==> src/rtl/l2_types_pkg.sv <==
// Shared types and constants for the L2 arbiter and the L1/L2 line datapaths.
// Pure declarations: no logic, no latency, no flow control.
package l2_types_pkg;

  localparam int ADDR_W = 32;
  localparam int LINE_W = 256;

  localparam logic GRANT_I = 1'b0;
  localparam logic GRANT_D = 1'b1;

  typedef enum logic [1:0] {
    IDLE,
    SERVE_I,
    SERVE_D
  } arb_state_t;

  typedef logic [LINE_W-1:0] lc3b_line_t;

endpackage

==> src/rtl/l2_arbiter_mux.sv <==
// Combinational steering of the granted master onto the L2 port and of L2 data back to it.
// Zero latency; the ungranted master sees resp and rdata forced to 0.
module l2_arbiter_mux
  import l2_types_pkg::*;
#(
  parameter int ADDR_W = l2_types_pkg::ADDR_W,
  parameter int LINE_W = l2_types_pkg::LINE_W
) (
  input  arb_state_t        state_i,
  input  logic              i_read_i,
  input  logic [ADDR_W-1:0] i_addr_i,
  input  logic              d_read_i,
  input  logic              d_write_i,
  input  logic [ADDR_W-1:0] d_addr_i,
  input  logic [LINE_W-1:0] d_wdata_i,
  input  logic [LINE_W-1:0] l2_rdata_i,
  input  logic              l2_resp_i,
  output logic [LINE_W-1:0] i_rdata_o,
  output logic              i_resp_o,
  output logic [LINE_W-1:0] d_rdata_o,
  output logic              d_resp_o,
  output logic              l2_read_o,
  output logic              l2_write_o,
  output logic [ADDR_W-1:0] l2_addr_o,
  output logic [LINE_W-1:0] l2_wdata_o
);

  always_comb begin
    i_rdata_o  = '0;
    i_resp_o   = 1'b0;
    d_rdata_o  = '0;
    d_resp_o   = 1'b0;
    l2_read_o  = 1'b0;
    l2_write_o = 1'b0;
    l2_addr_o  = '0;
    l2_wdata_o = '0;
    case (state_i)
      SERVE_I: begin
        l2_read_o = i_read_i;
        l2_addr_o = i_addr_i;
        i_rdata_o = l2_rdata_i;
        i_resp_o  = l2_resp_i & i_read_i;
      end
      SERVE_D: begin
        // A simultaneous read+write is treated as a write.
        l2_read_o  = d_read_i & ~d_write_i;
        l2_write_o = d_write_i;
        l2_addr_o  = d_addr_i;
        l2_wdata_o = d_wdata_i;
        d_rdata_o  = l2_rdata_i;
        d_resp_o   = l2_resp_i & (d_read_i | d_write_i);
      end
      default: ;
    endcase
  end

endmodule

==> src/rtl/l2_arbiter.sv <==
// Round-robin arbiter between L1 I-cache and D-cache in front of L2; one IDLE decision cycle per grant.
// Requests are held by masters until resp; the losing master simply waits, no preemption.
module l2_arbiter
  import l2_types_pkg::*;
#(
  parameter int ADDR_W = l2_types_pkg::ADDR_W,
  parameter int LINE_W = l2_types_pkg::LINE_W
) (
  input  logic              clk,
  input  logic              reset,
  input  logic              i_read,
  input  logic [ADDR_W-1:0] i_addr,
  output logic [LINE_W-1:0] i_rdata,
  output logic              i_resp,
  input  logic              d_read,
  input  logic              d_write,
  input  logic [ADDR_W-1:0] d_addr,
  input  logic [LINE_W-1:0] d_wdata,
  output logic [LINE_W-1:0] d_rdata,
  output logic              d_resp,
  output logic              l2_read,
  output logic              l2_write,
  output logic [ADDR_W-1:0] l2_addr,
  output logic [LINE_W-1:0] l2_wdata,
  input  logic [LINE_W-1:0] l2_rdata,
  input  logic              l2_resp
);

  arb_state_t state_q, state_d;
  logic       last_grant_q, last_grant_d;
  logic       i_req, d_req;

  assign i_req = i_read;
  assign d_req = d_read | d_write;

  always_ff @(posedge clk or negedge reset) begin
    if (!reset) begin
      state_q      <= IDLE;
      last_grant_q <= GRANT_D;
    end else begin
      state_q      <= state_d;
      last_grant_q <= last_grant_d;
    end
  end

  always_comb begin
    state_d      = state_q;
    last_grant_d = last_grant_q;
    case (state_q)
      IDLE: begin
        if (i_req && d_req) begin
          state_d = (last_grant_q == GRANT_D) ? SERVE_I : SERVE_D;
        end else if (i_req) begin
          state_d = SERVE_I;
        end else if (d_req) begin
          state_d = SERVE_D;
        end
      end
      SERVE_I: begin
        // A dropped request aborts without touching fairness history.
        if (!i_req) begin
          state_d = IDLE;
        end else if (l2_resp) begin
          state_d      = IDLE;
          last_grant_d = GRANT_I;
        end
      end
      SERVE_D: begin
        if (!d_req) begin
          state_d = IDLE;
        end else if (l2_resp) begin
          state_d      = IDLE;
          last_grant_d = GRANT_D;
        end
      end
      default: state_d = IDLE;
    endcase
  end

  l2_arbiter_mux #(
    .ADDR_W(ADDR_W),
    .LINE_W(LINE_W)
  ) u_mux (
    .state_i   (state_q),
    .i_read_i  (i_read),
    .i_addr_i  (i_addr),
    .d_read_i  (d_read),
    .d_write_i (d_write),
    .d_addr_i  (d_addr),
    .d_wdata_i (d_wdata),
    .l2_rdata_i(l2_rdata),
    .l2_resp_i (l2_resp),
    .i_rdata_o (i_rdata),
    .i_resp_o  (i_resp),
    .d_rdata_o (d_rdata),
    .d_resp_o  (d_resp),
    .l2_read_o (l2_read),
    .l2_write_o(l2_write),
    .l2_addr_o (l2_addr),
    .l2_wdata_o(l2_wdata)
  );

endmodule
==> config.mk <==
export PLATFORM = sky130hd
export DESIGN_NAME = l2_arbiter
export DESIGN_NICKNAME = d
export VERILOG_FILES = /design/src/rtl/l2_types_pkg.sv /design/src/rtl/l2_arbiter_mux.sv /design/src/rtl/l2_arbiter.sv
export SDC_FILE = /design/constraint.sdc
export NUM_CORES = 1
export LEC_CHECK = 0
export CORE_AREA = 2 2 534 536
export CTS_CLUSTER_DIAMETER = 200
export DETAILED_ROUTE_END_ITERATION = 8
export DIE_AREA = 0 0 536 538
export PLACE_DENSITY = 0.3
export SLEW_MARGIN = 0
export SYNTH_ARGS = -nofsm -noshare
export SYNTH_HDL_FRONTEND = slang
export SYNTH_SLANG_ARGS = --single-unit
==> constraint.sdc <==
create_clock -name clk -period 1.95 [get_ports clk]
set_input_delay 0.2925 -clock clk [delete_from_list [all_inputs] [get_ports clk]]
set_output_delay 0.2925 -clock clk [all_outputs]
set_load 0.02 [all_outputs]
Word-level counts from Yosys, hierarchy flattened:

Index checks and enable logic that the tools add are counted.

* register bits: 3
* input bits: 582

* eq/ne operators: 7
* multiplexer cells: 21
* bitwise gates (word level): 5
* reduce and logical (&&, ||, !) cells: 4

Operators by type and width (number)
* $mux W256: 3
* $pmux W32 S2: 1
* $mux W2: 7
* $ne A2 B2 Y1 const B: 4
* $mux W1: 7
* $pmux W2 S3: 1
* $reduce_and A5 Y1: 1
* $ne A4 B4 Y1 const B: 1
* $pmux W1 S2: 2
* $and A1 B1 Y1: 3
* $eq A2 B1 Y1 const B: 1
* $eq A2 B2 Y1 const B: 1
* $logic_not A2 Y1: 1
* $reduce_bool A2 Y1: 1
* $logic_and A1 B1 Y1: 1
* $not A1 Y1: 1
* $or A1 B1 Y1: 1

Depth between registers and ports, before layout:

Gate-level depths: netlist of the first run.

* depth after elaboration: 5
* mapped depth: 7
* gate-level depth less buffers: 5

Cells and area by module:

A second synthesis of the first run with hierarchy kept.

* cells, all modules: 953
* area, all modules: 5925.7 µm²

By module, submodules not included
* l2_arbiter_mux: times used 1, cells each 939, area an instance 5783.0 µm²
* l2_arbiter: times used 1, cells each 14, area an instance 142.6 µm²

Worst setup path before layout of the first run:

Ideal clock, no wire load.

* kind: flip-flop to output port
* from: register state_q[1]
* to: output port l2_addr[0]
* arrival time: 1.514 ns
* setup slack: 0.143 ns
* stages on the path, launching flop included: 7
* buffers on the path: 2
* cells stage by stage: dfrtp_1 > inv_1 > ha_1 > buf_4 > clkbuf_1 > a22oi_1 > nor2b_1

* word-level cells in the longest chain between the ends: 2
* elaborated cells on any way between the ends: 3

Ends and longest elaborated chain
* start: declaration: RTL line l2_arbiter.sv:29 `arb_state_t state_q, state_d;`
* start signal: assignment: RTL line l2_arbiter.sv:41 `state_q <= state_d;`
* $eq A2 B2 Y1 or $eq A2 B1 Y1 (tied branches): RTL line l2_arbiter_mux.sv:37 `case (state_i)`
* $pmux W32 S2 *: RTL line l2_arbiter_mux.sv:37
* end: declaration: RTL line l2_arbiter.sv:23 `output logic [ADDR_W-1:0] l2_addr,`

Every way passes the cells marked *; elsewhere a longest branch is shown, timed or not.

Worst setup path after layout of the first run:

* from: register state_q[0]
* to: output port d_rdata[191]

* word-level cells in the longest chain between the ends: 2

Ends and longest elaborated chain
* $eq A2 B2 Y1: RTL line l2_arbiter_mux.sv:37
* $mux W256: RTL line l2_arbiter_mux.sv:37
* end: declaration: RTL line l2_arbiter.sv:19 `output logic [LINE_W-1:0] d_rdata,`

Every way passes these cells.

==> metrics, run 1 <==
Slew @ Worst Pin=0.752 ns; row count=196; Final TNS setup=-129.31 ns; Post-Syn Nets=1550; Max VDD drop=0.000549 V; initial antenna violation count=213; #FFs+latches synth=3; # IOs=1386; Post-synth EDFFs=0; GPL Wtd Cong=1.04; post-route cell area=31000 um2; H-tree depth=1; CP Cell Sequence=inv_2 > ha_4 > buf_16 > buf_12 > and2_1 > buf_12; layout cells sized above 1=0.408; CTS tree=built; max_slew headroom=0.497; Clk Latency, worst-skew pair=0.23 ns; Leak=0.0119 uW; asr flop ratio synth=1.00; CTS root buf=clkbuf_16; Syn Std Cell Area=6020 um2; port bufs=1385; CP arrival=1.95 ns; Congestion Overflow GR=0; Crit path largest cell delay=0.40 ns; period utilisation layout=1.15; Slew Viols, Final=0; Crit. End Element=output port; met1 Use GR=0.165; die area=288000 um2; vias in the first global route=13400; gr busiest metal=met2; DRC Markers=0; post-synth top area share=0.800; clk slew on worst S/H paths=0.03 ns; worst hold path type=primary input to async pin; Critical Path Fanout Max=30; gr usage total=0.132; Layout Nets=2935; max-cap violation count=0; First DRT Iteration DRCs=628; Post-synth top cells=and2_1 (770), buf_2 (54), nor2b_1 (33); Vias per Instance=2.23; Final Hold Viols=0; routed len/inst=32.9 um; Mean Syn Cell Area=6.26 um2; WL final=203000 um; WP data required=1.66 ns; final core utilization=0.109; Crit path top cell by count=buf_12; met2 Use GR=0.204; Die W=536 um; CP Launch Type=flip-flop; core box area=283000 um2; first-pass GRT wire length=228000 um; Clock Path Buffers=2; DP Wirelength=188000 um; DP Area=29700 um2; Layout Skew=0.000398 ns; Final setup viols=758; Initial Util=0.0213; top-count cell post-synth=and2_1; ranking of synthesized cells by area=and2_1 (80%), buf_2 (4.5%), a22oi_1 (4.0%); via count=13700; Area Growth Syn to Fin=414%; Unique masters post-synth=26; Ys Warns=0; total CTS buffers=3; fin crit period=2.24 ns; met3 Usage GRT=0.0701; register area share after synthesis=0.0127; Die Ht=538 um; Post-DRT Antenna Nets=0; PnR Total Power=39600 uW; Mapped Cells=962; unrepaired setup endpoints after global routing=yes; fill count=32600; Crit Path Class=flip-flop to output port; Yosys top cell by area=and2_1; WP buf/inv=4; failing checks=setup timing; Sink Count=3; status=finished, violations left; Pre-Repair DR Iteration Count=6; crit-path leading delay family=buffers and inverters; maximum number of pins on one net before global-route repair=60; pwr dens=1280 nW/um2; Final WS setup=-0.289 ns; dominant synthesized flop cell=dfrtp_1; FMAX=0.447 GHz; slowest cell on the critical path=dfrtp_1; # hold bufs at CTS=0
[logic make-up (layout without fill, tap and decap cells)]
logic type | after synthesis | count (layout) | share of synthesized area
flip-flops | 3 | 3 | 0.0127
AO/OA/AOI/OAI | 39 | 39 | 0.0488
other | 0 | 54 | 0
adder cells (fa/ha/maj) | 6 | 6 | 0.0125
multiplexers | 2 | 2 | 0.00353
AND/OR/NAND/NOR | 813 | 813 | 0.843
buffers and inverters | 99 | 1483 | 0.0800
[repair_timing]
| action | CTS | global route |
|---|---|---|
| pin swaps | 4 | 8 |
| resized for setup | 491 | 209 |
| setup endpoints to repair | 763 | 788 |
| cloned | 9 | 12 |
| buffers inserted | 5 | 4 |
[per-stage QoR]
step / setup slack (ns) / hold WS, ns / std cells
finish: -0.289 / 0.265 / 6162
global route: -0.362 / 0.275 / 6121
CTS: -0.306 / 0.272 / 6093
detailed placement: -0.372 / 0.506 / 6075
global placement: -0.363 / 0.508 / 6075
floorplan: 0.143 / -0.00309 / 962
[final cells by class]
cell class	count	area, um2	share of cell area
repair buffers	1476	20000	0.645
diodes	54	135	0.00436
well taps	3762	4710	0.152
multi-input cells	860	5990	0.193
flip-flops and latches	3	76.3	0.00246
clock buffers	4	78.8	0.00255
inverters	3	11.3	0.000364
[layer usage]
metal,wire length (um),part of all wire,vias up
met1,85300,0.42,6327
met3,25700,0.13,288
met5,777,0.0038,-
met4,3170,0.016,118
met2,87500,0.43,1229
li1,-,-,5752
[power breakdown]
part	internal, uW	switching (uW)
Sequential	97.5	24.9
Combinational	18900	20200
Clock	270	58.6
[registers in the layout, indices dropped and copies added, names as in the netlist]
signal,cells
last_grant_q,1
state_q,2
[cell usage in the layout, fill, tap and decap left out, drive strengths merged, types with 2 or more instances in the layout]
cell type and n:
o211ai 2, nor2 2, nand2 3, nor2b 33
dfrtp 2, and3 2, diode 54, bufbuf 2
clkbuf 19, a22oi 32, and2 770, buf 684
clkdlybuf4s50 581, clkdlybuf4s15 54, ha 6, dlygate4sd2 140
inv 3
[worst paths after layout]
kind / to / cells past startpoint / slack, ns / start
min reg2reg: state_q[1]$_DFFE_PN0P_ / 2 / 0.63 / state_q[1]$_DFFE_PN0P_
min: state_q[0]$_DFFE_PN0P_ / 1 / 0.26 / reset
max reg2reg: last_grant_q$_DFFE_PN1P_ / 7 / 0.14 / state_q[0]$_DFFE_PN0P_
min in group clk: state_q[1]$_DFFE_PN0P_ / 2 / 0.63 / state_q[1]$_DFFE_PN0P_
max in group asynchronous: last_grant_q$_DFFE_PN1P_ / 1 / 1.46 / reset
max: d_rdata[191] / 6 / -0.29 / state_q[0]$_DFFE_PN0P_
Note: power is estimated with default switching activity, not from simulation.
==> inputs of run 2 (changes only) <==
==> constraint.sdc (replaced) <==
create_clock -name clk -period 2.3 [get_ports clk]
set_input_delay 0.345 -clock clk [delete_from_list [all_inputs] [get_ports clk]]
set_output_delay 0.345 -clock clk [all_outputs]
set_load 0.1 [all_outputs]
==> run 2 against run 1 <==
The flow still finishes with violations (setup timing). Non-clock buffer count decreased by 26. Clock skew rose by 0.0020 ns. Register-to-register slack improved by 0.20 ns. Critical path depth is the same. Power increased by 48%. Die area stayed put. Routed wire length up 6.5%. Final cell count fell by 0.37%. Final area is 10% higher. Utilization is 1.1 points higher. Critical path type unchanged. Highest routed layer unchanged.
==> metrics, run 2 (synthesis gave the netlist of run 1 again) <==
status=finished, violations left; failing checks=setup timing; Clock Path Buffers=2; CTS tree=built; Final WS setup=-0.0218 ns; vias in the first global route=13900; row count=196; Initial Util=0.0213; DP Wirelength=202000 um; # hold bufs at CTS=0; most frequent cells in the layout=buf_12 (818), and2_1 (609), clkdlybuf4s50_1 (581); H-tree depth=1; Crit path largest cell delay=0.42 ns; Leak=0.0124 uW; layout cells sized above 1=0.465; Area Growth Syn to Fin=466%; DRC Markers=0; Largest register FFs=2; maximum number of pins on one net before global-route repair=54; FMAX=0.431 GHz; Vias per Instance=2.25; Crit. End Element=output port; register bank with the most flops=state_q; max-cap violation count=0; Die W=536 um; DP Area=33000 um2; Final setup viols=13; final core utilization=0.120; CP Cell Sequence=inv_2 > ha_4 > buf_12 > bufbuf_16 > and2_1 > buf_12; Critical Path Fanout Max=17; CTS root buf=clkbuf_16; max_slew headroom=0.532; Crit Path Class=flip-flop to output port; gr usage total=0.142; first-pass GRT wire length=246000 um; slowest cell on the critical path=dfrtp_2; # IOs=1386; pwr dens=1720 nW/um2; via count=13800; commonest non-fill, non-tap cell in the layout=buf_12; initial antenna violation count=262; Slew @ Worst Pin=0.699 ns; Sink Count=3; Post-DRT Antenna Nets=0; Final Hold Viols=0; CP arrival=1.98 ns; Max VDD drop=0.000748 V; Die Ht=538 um; period utilisation layout=1.01; crit-path leading delay family=buffers and inverters; Layout Skew=0.00242 ns; CP Launch Type=flip-flop; fin crit period=2.32 ns; Clk Latency, worst-skew pair=0.23 ns; clk slew on worst S/H paths=0.03 ns; Slew Viols, Final=0; worst hold path type=primary input to async pin; routed len/inst=35.1 um; core box area=283000 um2; WP buf/inv=4; total CTS buffers=3; biggest regs=state_q: 2 flops, last_grant_q: 1 flops; die area=288000 um2; post-route cell area=34100 um2; Crit path top cell by count=buf_12; First DRT Iteration DRCs=523; Layout Nets=2909; GPL Wtd Cong=0.831; port bufs=1385; Layout Cells excl Fill=6139; Pre-Repair DR Iteration Count=4; WP data required=1.96 ns; Congestion Overflow GR=0; WL final=216000 um; DP Cell Count=6052; unrepaired setup endpoints after global routing=yes
[run 2: changes by cell type in the layout (fill, tap and decap cells not counted), moves of 9 or more]
cell | previous run | this run
buf_12 | 522 | 818
dlygate4sd2_1 | 140 | 0
buf_4 | 127 | 21
and2_4 | 172 | 107
clkdlybuf4s15_2 | 53 | 0
and2_2 | 13 | 54
nor2b_1 | 29 | 1
and2_1 | 585 | 609
nor2b_4 | 3 | 20
nor2b_2 | 1 | 12
buf_2 | 9 | 0
[run 2: power by group]
part,switching [uW],leakage [uW],total (uW),internal [uW]
Clock,53.1,0.0000385,282,229
Sequential,19.9,0.0000346,104,83.7
Combinational,39200,0.0123,58100,18900
Total,39300,0.0124,58500,19200
[run 2: path summary, 6_finish.rpt]
kind	depth (start not counted)	from	slack [ns]	end
worst min-delay path	1	reset	0.31	state_q[0]$_DFFE_PN0P_
worst max-delay path	6	state_q[0]$_DFFE_PN0P_	-0.02	l2_wdata[178]
max in group asynchronous	1	reset	1.76	last_grant_q$_DFFE_PN1P_
min in group clk	2	state_q[0]$_DFFE_PN0P_	0.63	state_q[0]$_DFFE_PN0P_
worst min register to register	2	state_q[0]$_DFFE_PN0P_	0.63	state_q[0]$_DFFE_PN0P_
worst max register to register	8	state_q[1]$_DFFE_PN0P_	0.34	last_grant_q$_DFFE_PN1P_
[run 2: area by class of cell]
class / instances / area [um2]
diodes: 57 / 143
clock buffers: 4 / 78.8
fillers: 32300 / 249000
inverters: 3 / 11.3
multi-input cells: 860 / 6040
flip-flops and latches: 3 / 77.6
well taps: 3762 / 4710
repair buffers: 1450 / 23000
[run 2: timing repair]
action | CTS | global route
pin swaps | 5 | 1
setup buffers | 6 | 9
setup endpoints to repair | 425 | 434
cloned | 7 | 6
gates resized for setup | 61 | 103
[run 2: metrics by stage]
step,hold WS [ns],setup TNS (ns),total power (uW),setup WS (ns)
after floorplan,0.0494,-0.367,31700,-0.0707
after detailed placement,0.549,-0.180,57100,-0.0918
after global routing,0.323,-4.30,60200,-0.0842
after global placement,0.555,-0.0813,57100,-0.0434
final,0.310,-0.141,58500,-0.0218
after CTS,0.310,-5.05,58800,-0.0849
[run 2: routing by layer]
layer | GRT usage | part of all wire
met1 | 0.176 | 0.42
met2 | 0.228 | 0.44
met3 | 0.0712 | 0.12
met4 | 0.0105 | 0.015
met5 | 0 | 0.0040
[run 2: worst reg2reg max path, cell delays in order (launching register included)]
cell and delay, ns:
dfrtp_1 0.37, buf_4 0.16, ha_4 0.22, buf_12 0.18, buf_4 0.16, clkbuf_16 0.14, buf_4 0.12, a211oi_2 0.19
mux2_1 0.34
==> inputs of run 3 (changes only) <==
CTS_BUF_LIST = sky130_fd_sc_hd__clkbuf_16   (was default)
==> run 3 against run 2 <==
The run now ends clean. Critical endpoint is now l2_wdata[180]. Worst hold slack gained 0.00072 ns. Largest cell class unchanged. Setup slack gained 0.028 ns. Via count is essentially flat. Register-to-register slack is essentially flat. First-iteration DRC count shrank 13%.
==> metrics, run 3 (synthesis gave the netlist of run 1 again) <==
status=completed; period utilisation layout=0.997; CP arrival=1.95 ns; port bufs=1385; R2R Setup Slk=0.35 ns; WL met1=90400 um; initial antenna violation count=264; pwr dens=1710 nW/um2; unrepaired setup endpoints after global routing=yes; Layout Skew=0.00223 ns; Final setup viols=0; vias in the first global route=13900; Slew @ Worst Pin=0.700 ns; layout cells sized above 1=0.455; RR Endpoint=last_grant_q$_DFFE_PN1P_; Congestion Overflow GR=0; Die W=536 um; Final Hold Viols=0; max-cap violation count=0; DRC Markers=0; core box area=283000 um2; Leak=0.0123 uW; Vias per Instance=2.25; Max VDD drop=0.000733 V; met3 wire length=25500 um; # IOs=1386; FMAX=0.436 GHz; First DRT Iteration DRCs=456; Slew Viols, Final=0; gr usage total=0.142; max_slew headroom=0.532; WP data required=1.96 ns; Pre-Repair DR Iteration Count=4; Crit Path Class=flip-flop to output port; DR WL met2=94800 um; die area=288000 um2; most frequent cells in the layout=buf_12 (820), and2_1 (631), clkdlybuf4s50_1 (581); total CTS buffers=3; Clk Latency, worst-skew pair=0.23 ns; WL final=215000 um; Worst R2R Start=state_q[1]$_DFFE_PN0P_; Crit. End Element=output port; register bank with the most flops=state_q; GPL Wtd Cong=0.831; PnR Total Power=58300 uW; CTS tree=built; Worst Setup EP=l2_wdata[180]; clk slew on worst S/H paths=0.03 ns; Post-DRT Antenna Nets=0; Area Growth Syn to Fin=464%; Sink Count=3; Top Metal Used=met5; H-tree depth=1; fin crit period=2.29 ns; Die Ht=538 um; R2R depth=8; CP Launch Type=flip-flop; worst hold path type=primary input to async pin; Initial Util=0.0213; biggest regs=state_q: 2 flops, last_grant_q: 1 flops; CTS root buf=clkbuf_16; first-pass GRT wire length=246000 um; Layout Nets=2910; maximum number of pins on one net before global-route repair=54; # hold bufs at CTS=0; DP Wirelength=202000 um; routed len/inst=35.0 um; row count=196; via count=13800; Final WS setup=0.00597 ns; commonest non-fill, non-tap cell in the layout=buf_12; Worst setup startpoint=state_q[1]$_DFFE_PN0P_; DP Worst Slack=-0.0918 ns; Largest register FFs=2; Critical Path Fanout Max=18; Clock Path Buffers=2
run 3: final cells by class:
type | count | area, um2
antenna | 53 | 133
clock buffer | 3 | 75.1
clock inverter | 1 | 3.75
fill | 32300 | 249000
inverter | 3 | 11.3
multi-input combinational | 860 | 5980
sequential | 3 | 76.3
tap | 3762 | 4710
timing repair buffer | 1451 | 23000
run 3: power breakdown:
group | internal (uW) | switching, uW
clock network | 225 | 54.0
logic | 18800 | 39100
registers | 82.5 | 19.5
run 3: metrics by stage:
| stage | utilization | instances | TNS, ns | cell area [um2] | hold WS, ns |
|---|---|---|---|---|---|
| 6_report | 0.120 | 6136 | 0 | 34000 | 0.311 |
| 5_1_grt | 0.120 | 6096 | -1.93 | 33900 | 0.322 |
| 4_1_cts | 0.118 | 6070 | -1.56 | 33500 | 0.310 |
| 3_5_place_dp | 0.116 | 6052 | -0.180 | 33000 | 0.549 |
| 3_3_place_gp | 0.116 | 6052 | -0.0813 | 33000 | 0.555 |
| 2_1_floorplan | - | 962 | -0.367 | 6260 | 0.0494 |
run 3: how the worst min path moves through the flow:
stage                                         to  start  slack [ns]
after detailed placement  state_q[1]$_DFFE_PN0P_  reset        0.55
after CTS                 state_q[0]$_DFFE_PN0P_  reset        0.31
after global placement    state_q[1]$_DFFE_PN0P_  reset        0.55
after floorplan           state_q[0]$_DFFE_PN0P_  reset        0.05
final                     state_q[0]$_DFFE_PN0P_  reset        0.31
after global routing      state_q[0]$_DFFE_PN0P_  reset        0.32
run 3: what timing repair did:
action	4_1_cts	5_1_grt
resized for setup	57	83
endpoints found under the hold margin	0	0
endpoints found under the setup margin	428	180
cloned	7	4
setup buffers	7	10
pin swaps	2	3
run 3: routing by layer:
layer / vias to the layer above / GRT usage
met3: 342 / 0.0714
met1: 6411 / 0.176
met5: - / 0
li1: 5708 / -
met2: 1233 / 0.228
met4: 134 / 0.0105
run 3: critical path: stages (launching register included):
cell and delay, ns:
dfrtp_1 0.37, buf_6 0.13, ha_4 0.25, buf_12 0.15
buf_16 0.15, buf_16 0.18, and2_2 0.25, buf_12 0.19
